**src/rtl/seg_scan_if.sv**
```systemverilog
// Multiplexed seven-segment display bus: active-low one-cold anodes plus
// active-low cathodes. The display logic drives it; the decoder observes it.
interface seg_scan_if;
  logic [2:0] anodes;
  logic [7:0] cathodes;

  modport master (output anodes, output cathodes);
  modport slave  (input  anodes, input  cathodes);
endinterface

```
**src/rtl/seg_scan_decoder.sv**
```systemverilog
// Observes a 3-digit multiplexed seven-segment bus and rebuilds the 12-bit hex
// value on display, flagging unknown segment patterns and a stalled scan.
module seg_scan_decoder #(
    parameter int SETTLE_CYCLES  = 4,
    parameter int TIMEOUT_CYCLES = 131072
) (
    input  logic        clk,
    input  logic        reset,
    seg_scan_if.slave   bus,
    output logic [11:0] frame_value,
    output logic        frame_valid,
    output logic [2:0]  digit_mask,
    output logic        decode_err,
    output logic        stale
);

    localparam int SW = $clog2(SETTLE_CYCLES + 1);
    localparam int TW = $clog2(TIMEOUT_CYCLES + 1);
    localparam logic [SW-1:0] SETTLE_MAX  = SW'(SETTLE_CYCLES);
    localparam logic [TW-1:0] TIMEOUT_MAX = TW'(TIMEOUT_CYCLES);

    typedef enum logic [1:0] {IDLE, SETTLE, HOLD} state_t;

    state_t          state, state_nxt;
    logic [2:0]      an_s1, s_an, an_q;
    logic [7:0]      ca_s1, s_ca, ca_q;
    logic [SW-1:0]   stab_cnt;
    logic [TW-1:0]   to_cnt;
    logic [2:0][3:0] shadow, shadow_nxt;
    logic [2:0]      mask_nxt;
    logic [2:0]      dig_sel;
    logic            an_legal, an_chg, bus_chg, sample, complete;
    logic            dec_ok;
    logic [3:0]      dec_nib;

    // Returns {recognised, nibble} for the active-low g..a segment pattern.
    function automatic logic [4:0] seg_decode(input logic [6:0] seg);
        case (seg)
            7'h40: seg_decode = {1'b1, 4'h0};
            7'h79: seg_decode = {1'b1, 4'h1};
            7'h24: seg_decode = {1'b1, 4'h2};
            7'h30: seg_decode = {1'b1, 4'h3};
            7'h19: seg_decode = {1'b1, 4'h4};
            7'h12: seg_decode = {1'b1, 4'h5};
            7'h02: seg_decode = {1'b1, 4'h6};
            7'h78: seg_decode = {1'b1, 4'h7};
            7'h00: seg_decode = {1'b1, 4'h8};
            7'h18: seg_decode = {1'b1, 4'h9};
            7'h08: seg_decode = {1'b1, 4'hA};
            7'h03: seg_decode = {1'b1, 4'hB};
            7'h46: seg_decode = {1'b1, 4'hC};
            7'h21: seg_decode = {1'b1, 4'hD};
            7'h06: seg_decode = {1'b1, 4'hE};
            7'h0E: seg_decode = {1'b1, 4'hF};
            default: seg_decode = 5'h00;
        endcase
    endfunction

    assign an_legal = (s_an == 3'b011) || (s_an == 3'b101) || (s_an == 3'b110);
    assign an_chg   = (s_an != an_q);
    assign bus_chg  = ({s_an, s_ca} != {an_q, ca_q});
    assign {dec_ok, dec_nib} = seg_decode(s_ca[6:0]);
    // One-cold anode inverted is the one-hot digit select.
    assign dig_sel  = an_legal ? ~s_an : 3'b000;
    assign complete = (digit_mask == 3'b111);
    assign stale    = (to_cnt >= TIMEOUT_MAX);

    always_ff @(posedge clk) begin
        if (!reset) state <= IDLE;
        else        state <= state_nxt;
    end

    always_comb begin
        state_nxt = state;
        case (state)
            IDLE:   if (an_legal) state_nxt = SETTLE;
            SETTLE: if (!an_legal) state_nxt = IDLE;
                    else if (!an_chg && !bus_chg && stab_cnt == SETTLE_MAX) state_nxt = HOLD;
            HOLD:   if (an_chg) state_nxt = an_legal ? SETTLE : IDLE;
            default: state_nxt = IDLE;
        endcase
    end

    // An anode change in the settle-done cycle suppresses the sample.
    always_comb begin
        sample = 1'b0;
        if (state == SETTLE && an_legal && !an_chg && !bus_chg && stab_cnt == SETTLE_MAX)
            sample = 1'b1;
    end

    for (genvar d = 0; d < 3; d++) begin : g_digit
        assign shadow_nxt[d] = (sample && dec_ok && dig_sel[d]) ? dec_nib : shadow[d];
    end

    // A completing frame clears the mask, but a same-cycle sample seeds the next one.
    always_comb begin
        mask_nxt = complete ? 3'b000 : digit_mask;
        if (sample && dec_ok) mask_nxt = mask_nxt | dig_sel;
    end

    always_ff @(posedge clk) begin
        if (!reset) begin
            an_s1       <= 3'b111;
            s_an        <= 3'b111;
            an_q        <= 3'b111;
            ca_s1       <= 8'hFF;
            s_ca        <= 8'hFF;
            ca_q        <= 8'hFF;
            stab_cnt    <= '0;
            to_cnt      <= '0;
            shadow      <= '0;
            digit_mask  <= 3'b000;
            frame_value <= 12'h000;
            frame_valid <= 1'b0;
            decode_err  <= 1'b0;
        end else begin
            an_s1       <= bus.anodes;
            s_an        <= an_s1;
            an_q        <= s_an;
            ca_s1       <= bus.cathodes;
            s_ca        <= ca_s1;
            ca_q        <= s_ca;
            stab_cnt    <= bus_chg ? '0 : (stab_cnt == SETTLE_MAX ? stab_cnt : stab_cnt + 1'b1);
            to_cnt      <= (an_chg && an_legal) ? '0 : (to_cnt == TIMEOUT_MAX ? to_cnt : to_cnt + 1'b1);
            shadow      <= shadow_nxt;
            digit_mask  <= mask_nxt;
            frame_valid <= complete;
            if (complete) frame_value <= shadow;
            if (sample && !dec_ok) decode_err <= 1'b1;
        end
    end

endmodule
```
**src/flat_wrapper.sv**
```systemverilog
// flat-port wrapper written by rule: the top's interface ports become plain ports
module seg_scan_decoder_flat 
#(
    parameter int SETTLE_CYCLES  = 4,
    parameter int TIMEOUT_CYCLES = 131072
)
  (clk, reset, frame_value, frame_valid, digit_mask, decode_err, stale, bus_anodes, bus_cathodes);
  seg_scan_if bus_i ();
  input  logic clk;
  input  logic reset;
  output logic [11:0] frame_value;
  output logic frame_valid;
  output logic [2:0] digit_mask;
  output logic decode_err;
  output logic stale;
  input wire logic [$bits(bus_i.anodes)-1:0] bus_anodes;
  input wire logic [$bits(bus_i.cathodes)-1:0] bus_cathodes;
  assign bus_i.anodes = bus_anodes;
  assign bus_i.cathodes = bus_cathodes;
  seg_scan_decoder #(.SETTLE_CYCLES(SETTLE_CYCLES), .TIMEOUT_CYCLES(TIMEOUT_CYCLES)) u_core (.clk(clk), .reset(reset), .bus(bus_i), .frame_value(frame_value), .frame_valid(frame_valid), .digit_mask(digit_mask), .decode_err(decode_err), .stale(stale));
endmodule
```
**config.mk**
```make
export PLATFORM = sky130hd
export DESIGN_NAME = seg_scan_decoder_flat
export DESIGN_NICKNAME = d
export VERILOG_FILES = /design/src/rtl/seg_scan_if.sv /design/src/rtl/seg_scan_decoder.sv /design/src/flat_wrapper.sv
export SDC_FILE = /design/constraint.sdc
export NUM_CORES = 1
export LEC_CHECK = 0
export ABC_AREA = 1
export BUFFER_PORTS_ARGS = -buffer_cell sky130_fd_sc_hd__clkbuf_2
export CORE_MARGIN = 2
export CORE_UTILIZATION = 55
export DETAILED_ROUTE_END_ITERATION = 8
export MAX_ROUTING_LAYER = met4
export PLACE_DENSITY = 0.71
export SLEW_MARGIN = 20
export SYNTH_ARGS = -nofsm -noshare
export SYNTH_HDL_FRONTEND = slang
export SYNTH_SLANG_ARGS = --single-unit
```
**constraint.sdc**
```tcl
create_clock -name clk -period 2.8 [get_ports clk]
set_input_delay 0.42 -clock clk [delete_from_list [all_inputs] [get_ports clk]]
set_output_delay 0.42 -clock clk [all_outputs]
set_load 0.05 [all_outputs]
```
==> results of run 1 <==
==> cells in the mapped netlist, drive strengths merged <==
cell type,n,area [sq um]
nand2,107,412
nand4,19,119
nor3,4,20.0
ha,4,50.1
xor2,3,26.3
nand3,19,148
clkbuf,9,33.8
nand3b,1,7.51
a21oi,33,165
dfxtp,85,1700
buf,4,32.5
o21ai,18,90.1
a31oi,2,12.5
inv,82,308
nor2,67,295
nor4,3,18.8
or2,29,181
xnor2,7,61.3
a211oi,1,7.51
o21a,2,15.0
==> layer usage <==
layer / part of all wire [%] / GRT usage, % / up-vias / wire length, microns
met4: 1.5 / 8.08 / 0 / 101
met1: 48 / 24.4 / 1363 / 3200
met5: 0 / - / - / 0
met3: 3.0 / 3.75 / 12 / 199
li1: - / - / 1607 / -
met2: 47 / 35.0 / 41 / 3170
==> stage by stage <==
step | area [sq um] | cells | hold slack, ns
2_1_floorplan | 3700 | 499 | 0.393
3_3_place_gp | 3890 | 594 | 0.393
3_5_place_dp | 3890 | 594 | 0.398
4_1_cts | 4070 | 609 | 0.252
5_1_grt | 4070 | 609 | 0.246
6_report | 4070 | 609 | 0.260
==> layout make-up <==
type,count,area (sq um)
clock buffer,11,131
tap,77,96.3
fill,596,2350
multi-input combinational,319,1630
sequential,85,1700
inverter,82,308
clock inverter,4,50.0
timing repair buffer,31,158
==> sequential cells by signal (all words and copies together) (netlist names) <==
name and count:
u_core.an_q 3, u_core.digit_mask 3, u_core.an_s1 3, u_core.ca_s1 8, u_core.s_an 3, u_core.ca_q 8
u_core.shadow 12, u_core.decode_err 1, u_core.frame_value 12, u_core.s_ca 8, u_core.to_cnt 18, u_core.state 2
u_core.frame_valid 1, u_core.stab_cnt 3
==> cells by family (layout without fill, tap and decap cells) <==
group | count (synthesis) | after routing | share of synthesized area, %
buffers and inverters | 95 | 128 | 10.1
AO/OA/AOI/OAI | 56 | 56 | 7.83
flip-flops | 85 | 85 | 45.9
AND/OR/NAND/NOR | 249 | 249 | 32.4
XOR/XNOR | 10 | 10 | 2.36
adder cells (fa/ha/maj) | 4 | 4 | 1.35
==> worst max-delay path, cell delays in order, from the launching register on <==
cell	delay, ns
dfxtp_1	0.43
inv_2	0.09
nand2_1	0.06
nand2_1	0.04
nor2_1	0.14
nand2_1	0.09
nor2_2	0.12
nand3_2	0.15
nor2_8	0.27
nand3_4	0.15
nand2_1	0.10
inv_1	0.05
nor2_1	0.08
==> worst max path at each step <==
stage                         startpoint           endpoint  slack (ns)  cells after the start
after global routing      u_core.s_ca[5]   u_core.shadow[6]        0.70                     12
after detailed placement  u_core.s_ca[5]   u_core.shadow[4]        0.96                     11
after global placement    u_core.s_ca[5]   u_core.shadow[4]        1.02                     11
final                     u_core.s_ca[5]   u_core.shadow[5]        0.97                     12
after floorplan           u_core.s_ca[0]  u_core.shadow[10]        1.27                     12
after CTS                 u_core.s_ca[5]   u_core.shadow[5]        0.94                     12
==> power breakdown <==
group | switching (mW) | internal (mW)
sequential | 0.0182 | 1.23
combinational | 0.0695 | 0.0436
clock | 0.407 | 0.407
total | 0.494 | 1.68
==> impl_metrics.xml, run 1 <==
<?xml version="1.0" encoding="UTF-8"?>
<metrics>
  <group name="placed_design">
    <metric name="gp_congestion" unit="">0.888</metric>
    <metric name="preCtsSetupSlack" unit="ns">0.959</metric>
    <metric name="dp.final_hpwl" unit="microns">4860</metric>
    <metric name="place.port_buffers" unit="">30</metric>
  </group>
  <group name="min_path">
    <metric name="worst_hold_path.num_cells" unit="">2</metric>
    <metric name="hold_path_end" unit="">u_core.an_s1[0]</metric>
    <metric name="hp-class" unit="">in2reg</metric>
    <metric name="hold_path.startpoint" unit="">bus_anodes[0]</metric>
  </group>
  <group name="cells_and_area">
    <metric name="areaGrowthSynthToFinish" unit="%">9.96</metric>
    <metric name="mostFrequentLayoutCells" unit="">105 x nand2_1, 85 x dfxtp_1, 75 x inv_1</metric>
    <metric name="layout_commonest_cell" unit="">nand2_1</metric>
    <metric name="fraction_of_layout_instances_using_a_drive_strength_above_1" unit="%">18.2</metric>
    <metric name="final_net_count" unit="">545</metric>
    <metric name="utilization" unit="%">63.4</metric>
    <metric name="diodes" unit="">0</metric>
  </group>
  <group name="worst_setup_path">
    <metric name="crit_required" unit="ns">3.08</metric>
    <metric name="critPathCaptureType" unit="">flip-flop</metric>
    <metric name="path_class" unit="">reg2reg</metric>
    <metric name="regToRegSetupSlack" unit="ns">0.97</metric>
    <metric name="reg2reg_to" unit="">u_core.shadow[5]</metric>
    <metric name="critical_path.reg2reg.startpoint" unit="">u_core.s_ca[5]</metric>
    <metric name="critical_path_at" unit="ns">2.12</metric>
    <metric name="start_kind" unit="">flip-flop</metric>
    <metric name="critical_path.max_fanout" unit="">15</metric>
    <metric name="worst_r2r_path_depth" unit="">12</metric>
  </group>
  <group name="clock_network">
    <metric name="clock-sinks" unit="">85</metric>
    <metric name="numCtsBuffers" unit="">9</metric>
    <metric name="cts.htree.levels" unit="">3</metric>
    <metric name="post_cts_buffers" unit="">0</metric>
    <metric name="clk_latency" unit="ns">0.34</metric>
    <metric name="clkTransAtPathRegs" unit="ns">0.08</metric>
    <metric name="cts_repair_resize_count" unit="">0</metric>
    <metric name="cts_hold_buffers" unit="">0</metric>
    <metric name="clockBufferDepth" unit="">2</metric>
    <metric name="cts-root-buf" unit="">clkbuf_8</metric>
    <metric name="tritoncts" unit="">yes</metric>
  </group>
  <group name="sta">
    <metric name="layout_min_cycle_time" unit="ns">1.83</metric>
    <metric name="finalCritPeriodShare" unit="%">65.4</metric>
    <metric name="setup-violations-final" unit="">0</metric>
    <metric name="drv_slew" unit="">0</metric>
    <metric name="finalWorstSetupSlack" unit="ns">0.968</metric>
    <metric name="achievable_freq" unit="MHz">546</metric>
    <metric name="setup-tns-final" unit="ns">0</metric>
    <metric name="worst_slew_margin_rel" unit="%">39.5</metric>
    <metric name="hold_violations" unit="">0</metric>
    <metric name="timing_worst_slew_pin_value" unit="ns">0.904</metric>
    <metric name="setup_repair_after_global_routing_missed_its_margin" unit="">false</metric>
    <metric name="post_route_clock_skew" unit="ns">0.00686</metric>
  </group>
  <group name="drt">
    <metric name="initialDrtViolationCount" unit="">150</metric>
    <metric name="route.detailed.wl_per_inst" unit="microns">11.0</metric>
    <metric name="detail_route_antenna_nets" unit="">0</metric>
    <metric name="routed_via_density" unit="">4.96</metric>
    <metric name="postRouteWirelength" unit="microns">6670</metric>
    <metric name="detailroute.via_count" unit="">3023</metric>
    <metric name="drt_pre_antenna_iters" unit="">4</metric>
    <metric name="drc_viols" unit="">0</metric>
  </group>
  <group name="die">
    <metric name="core.rowCount" unit="">29</metric>
    <metric name="start_util" unit="%">57.7</metric>
    <metric name="die_h" unit="microns">86.1</metric>
    <metric name="die_w" unit="microns">86.1</metric>
    <metric name="ios" unit="">31</metric>
    <metric name="fp.dieArea" unit="sq um">7410</metric>
    <metric name="core" unit="sq um">6420</metric>
  </group>
  <group name="synthesis">
    <metric name="synth.yosys.seq_area_share" unit="%">45.9</metric>
    <metric name="synth_nets" unit="">516</metric>
    <metric name="synth.distinct_cells" unit="">31</metric>
    <metric name="postSynthCellCount" unit="">499</metric>
    <metric name="postSynthRegisterBits" unit="">85</metric>
    <metric name="syn-mean-instance-area" unit="sq um">7.42</metric>
    <metric name="synth.yosys.warnings" unit="">0</metric>
    <metric name="syn-cell-area" unit="sq um">3700</metric>
  </group>
  <group name="run">
    <metric name="cap_violations" unit="">0</metric>
  </group>
  <group name="global_route">
    <metric name="number_of_antenna_violations_at_the_first_check_in_global_routing" unit="">0</metric>
    <metric name="global_route.overflow_total" unit="">0</metric>
    <metric name="grt_max_degree" unit="">30</metric>
    <metric name="grt_pass1_wl" unit="microns">12100</metric>
    <metric name="grt_util_all_layers" unit="%">20.7</metric>
    <metric name="via_count_of_the_first_global_routing_pass" unit="">2900</metric>
  </group>
  <group name="power_and_ir_drop">
    <metric name="power_density" unit="nW/um^2">535</metric>
    <metric name="vdd.ir_drop.worst" unit="V">0.000370</metric>
    <metric name="static-leakage-power" unit="nW">1.89</metric>
    <metric name="report.power.total" unit="mW">2.18</metric>
  </group>
  <group name="status">
    <metric name="status" unit="">completed</metric>
  </group>
</metrics>
Power figures use the tool's default switching activity.
==> inputs of run 2 (changes only) <==
Clock period 2.8 ns to 1.8 ns, I/O delays scaled along.
==> run 2 against run 1 <==
Setup slack lost 0.89 ns. First-iteration DRC count rose by 2.0%. Power up 66%. Clock skew grew 0.0037 ns. Sequential share of layout area fell by 1.2 points. Global-route usage up 0.19 points. Routed wire length rose by 4.1%. Die area unchanged.
==> impl_metrics.xml, run 2 (synthesized netlist as in run 1, its figures left out) <==
<?xml version="1.0" encoding="UTF-8"?>
<metrics>
  <group name="status">
    <metric name="status" unit="">completed</metric>
  </group>
  <group name="global_route">
    <metric name="grt_pass1_wl" unit="microns">12000</metric>
    <metric name="grt_util_all_layers" unit="%">20.9</metric>
    <metric name="via_count_of_the_first_global_routing_pass" unit="">2830</metric>
    <metric name="global_route.overflow_total" unit="">0</metric>
    <metric name="number_of_antenna_violations_at_the_first_check_in_global_routing" unit="">0</metric>
    <metric name="grt_max_degree" unit="">30</metric>
  </group>
  <group name="clock_network">
    <metric name="cts_hold_buffers" unit="">0</metric>
    <metric name="clock-sinks" unit="">85</metric>
    <metric name="numCtsBuffers" unit="">9</metric>
    <metric name="clockBufferDepth" unit="">2</metric>
    <metric name="clkTransAtPathRegs" unit="ns">0.08</metric>
    <metric name="tritoncts" unit="">yes</metric>
    <metric name="cts.htree.levels" unit="">3</metric>
    <metric name="clk_latency" unit="ns">0.35</metric>
    <metric name="cts-root-buf" unit="">clkbuf_8</metric>
  </group>
  <group name="die">
    <metric name="die_w" unit="microns">86.1</metric>
    <metric name="core" unit="sq um">6420</metric>
    <metric name="ios" unit="">31</metric>
    <metric name="start_util" unit="%">57.7</metric>
    <metric name="die_h" unit="microns">86.1</metric>
    <metric name="fp.dieArea" unit="sq um">7410</metric>
    <metric name="core.rowCount" unit="">29</metric>
  </group>
  <group name="drt">
    <metric name="route.detailed.wl_per_inst" unit="microns">11.2</metric>
    <metric name="detailroute.via_count" unit="">3014</metric>
    <metric name="drt_pre_antenna_iters" unit="">4</metric>
    <metric name="detail_route_antenna_nets" unit="">0</metric>
    <metric name="routed_via_density" unit="">4.87</metric>
    <metric name="initialDrtViolationCount" unit="">153</metric>
    <metric name="postRouteWirelength" unit="microns">6950</metric>
    <metric name="drc_viols" unit="">0</metric>
  </group>
  <group name="worst_setup_path">
    <metric name="start_kind" unit="">flip-flop</metric>
    <metric name="crit_required" unit="ns">2.05</metric>
    <metric name="critPathCaptureType" unit="">flip-flop</metric>
    <metric name="path_class" unit="">reg2reg</metric>
    <metric name="critical_path_at" unit="ns">1.96</metric>
    <metric name="critical_path.max_fanout" unit="">7</metric>
  </group>
  <group name="placed_design">
    <metric name="placed_cells_incl_taps" unit="">598</metric>
    <metric name="placedInstanceArea" unit="sq um">3920</metric>
    <metric name="preCtsSetupSlack" unit="ns">0.00897</metric>
    <metric name="gp_congestion" unit="">0.852</metric>
    <metric name="dp.final_hpwl" unit="microns">4900</metric>
    <metric name="place.port_buffers" unit="">30</metric>
  </group>
  <group name="cells_and_area">
    <metric name="final-instance-count-excl-fill" unit="">619</metric>
    <metric name="utilization" unit="%">66.1</metric>
    <metric name="mostFrequentLayoutCells" unit="">100 x nand2_1, 75 x dfxtp_1, 74 x inv_1</metric>
    <metric name="layout_commonest_cell" unit="">nand2_1</metric>
    <metric name="diodes" unit="">0</metric>
    <metric name="final_net_count" unit="">554</metric>
    <metric name="fraction_of_layout_instances_using_a_drive_strength_above_1" unit="%">23.4</metric>
    <metric name="layout_top_registers" unit="">u_core.to_cnt (18), u_core.frame_value (12), u_core.shadow (12)</metric>
    <metric name="largest_register_ffs" unit="">18</metric>
    <metric name="areaGrowthSynthToFinish" unit="%">14.6</metric>
    <metric name="max_flop_register" unit="">u_core.to_cnt</metric>
    <metric name="final_cell_area" unit="sq um">4250</metric>
  </group>
  <group name="sta">
    <metric name="hold_violations" unit="">0</metric>
    <metric name="finalCritPeriodShare" unit="%">95.4</metric>
    <metric name="drv_slew" unit="">0</metric>
    <metric name="post_route_clock_skew" unit="ns">0.0106</metric>
    <metric name="setup-violations-final" unit="">0</metric>
    <metric name="setup_repair_after_global_routing_missed_its_margin" unit="">true</metric>
    <metric name="worst_slew_margin_rel" unit="%">51.1</metric>
    <metric name="achievable_freq" unit="MHz">582</metric>
    <metric name="timing_worst_slew_pin_value" unit="ns">0.733</metric>
    <metric name="finalWorstSetupSlack" unit="ns">0.0823</metric>
    <metric name="hold_slack" unit="ns">0.0987</metric>
    <metric name="setup-tns-final" unit="ns">0</metric>
    <metric name="layout_min_cycle_time" unit="ns">1.72</metric>
  </group>
  <group name="power_and_ir_drop">
    <metric name="report.power.total" unit="mW">3.61</metric>
    <metric name="static-leakage-power" unit="nW">1.97</metric>
    <metric name="power_density" unit="nW/um^2">850</metric>
    <metric name="vdd.ir_drop.worst" unit="V">0.000576</metric>
  </group>
  <group name="min_path">
    <metric name="hp-class" unit="">in2reg</metric>
  </group>
  <group name="run">
    <metric name="cap_violations" unit="">0</metric>
  </group>
</metrics>
==> run 2: critical path, cell delays in order (launching register included) <==
cell and delay [ns]:
dfxtp_4 0.40, inv_2 0.05, nand2_1 0.05, nand2_1 0.05, nor2_2 0.11, nand2_1 0.08
nor2_2 0.14, nand3_2 0.14, nor2_8 0.15, buf_12 0.13, buf_4 0.11, nand4_1 0.07
nand2_1 0.10, nor2_1 0.04
==> run 2: routing by layer <==
metal  track usage (%)  up-vias  part of all wire (%)
li1                  -     1627                     -
met1              25.1     1347                    49
met2              34.2       36                    47
met3              4.14        4                   3.3
met4              8.51        0                  0.56
met5                 -        -                     0
==> run 2: area by class of cell <==
| type | instances | area (sq um) |
|---|---|---|
| Fill cell | 602 | 2180 |
| Clock buffer | 13 | 149 |
| Inverter | 82 | 310 |
| Tap cell | 77 | 96.3 |
| Sequential cell | 85 | 1720 |
| Timing Repair Buffer | 40 | 238 |
| Multi-Input combinational cell | 319 | 1660 |
| Clock inverter | 3 | 68.8 |
==> run 2: final timing paths <==
kind	start	to	slack (ns)	depth (start not counted)
setup / recovery	u_core.s_ca[0]	u_core.shadow[9]	0.08	13
hold reg to reg	u_core.an_s1[0]	u_core.s_an[0]	0.41	1
setup reg to reg	u_core.s_ca[0]	u_core.shadow[9]	0.08	13
hold / removal	bus_cathodes[1]	u_core.ca_s1[1]	0.1	2
==> run 2: where the power goes <==
group / switching, mW / leakage [nW] / internal (mW)
logic: 0.115 / 1.17 / 0.0773
registers: 0.0291 / 0.692 / 1.92
clock network: 0.644 / 0.108 / 0.825
total: 0.788 / 1.97 / 2.82
==> run 2: what timing repair did <==
item / in CTS / in global routing
buffers inserted: 0 / 5
resized for setup: 1 / 25
endpoints found under the setup margin: 10 / 29
pin swaps: 0 / 10
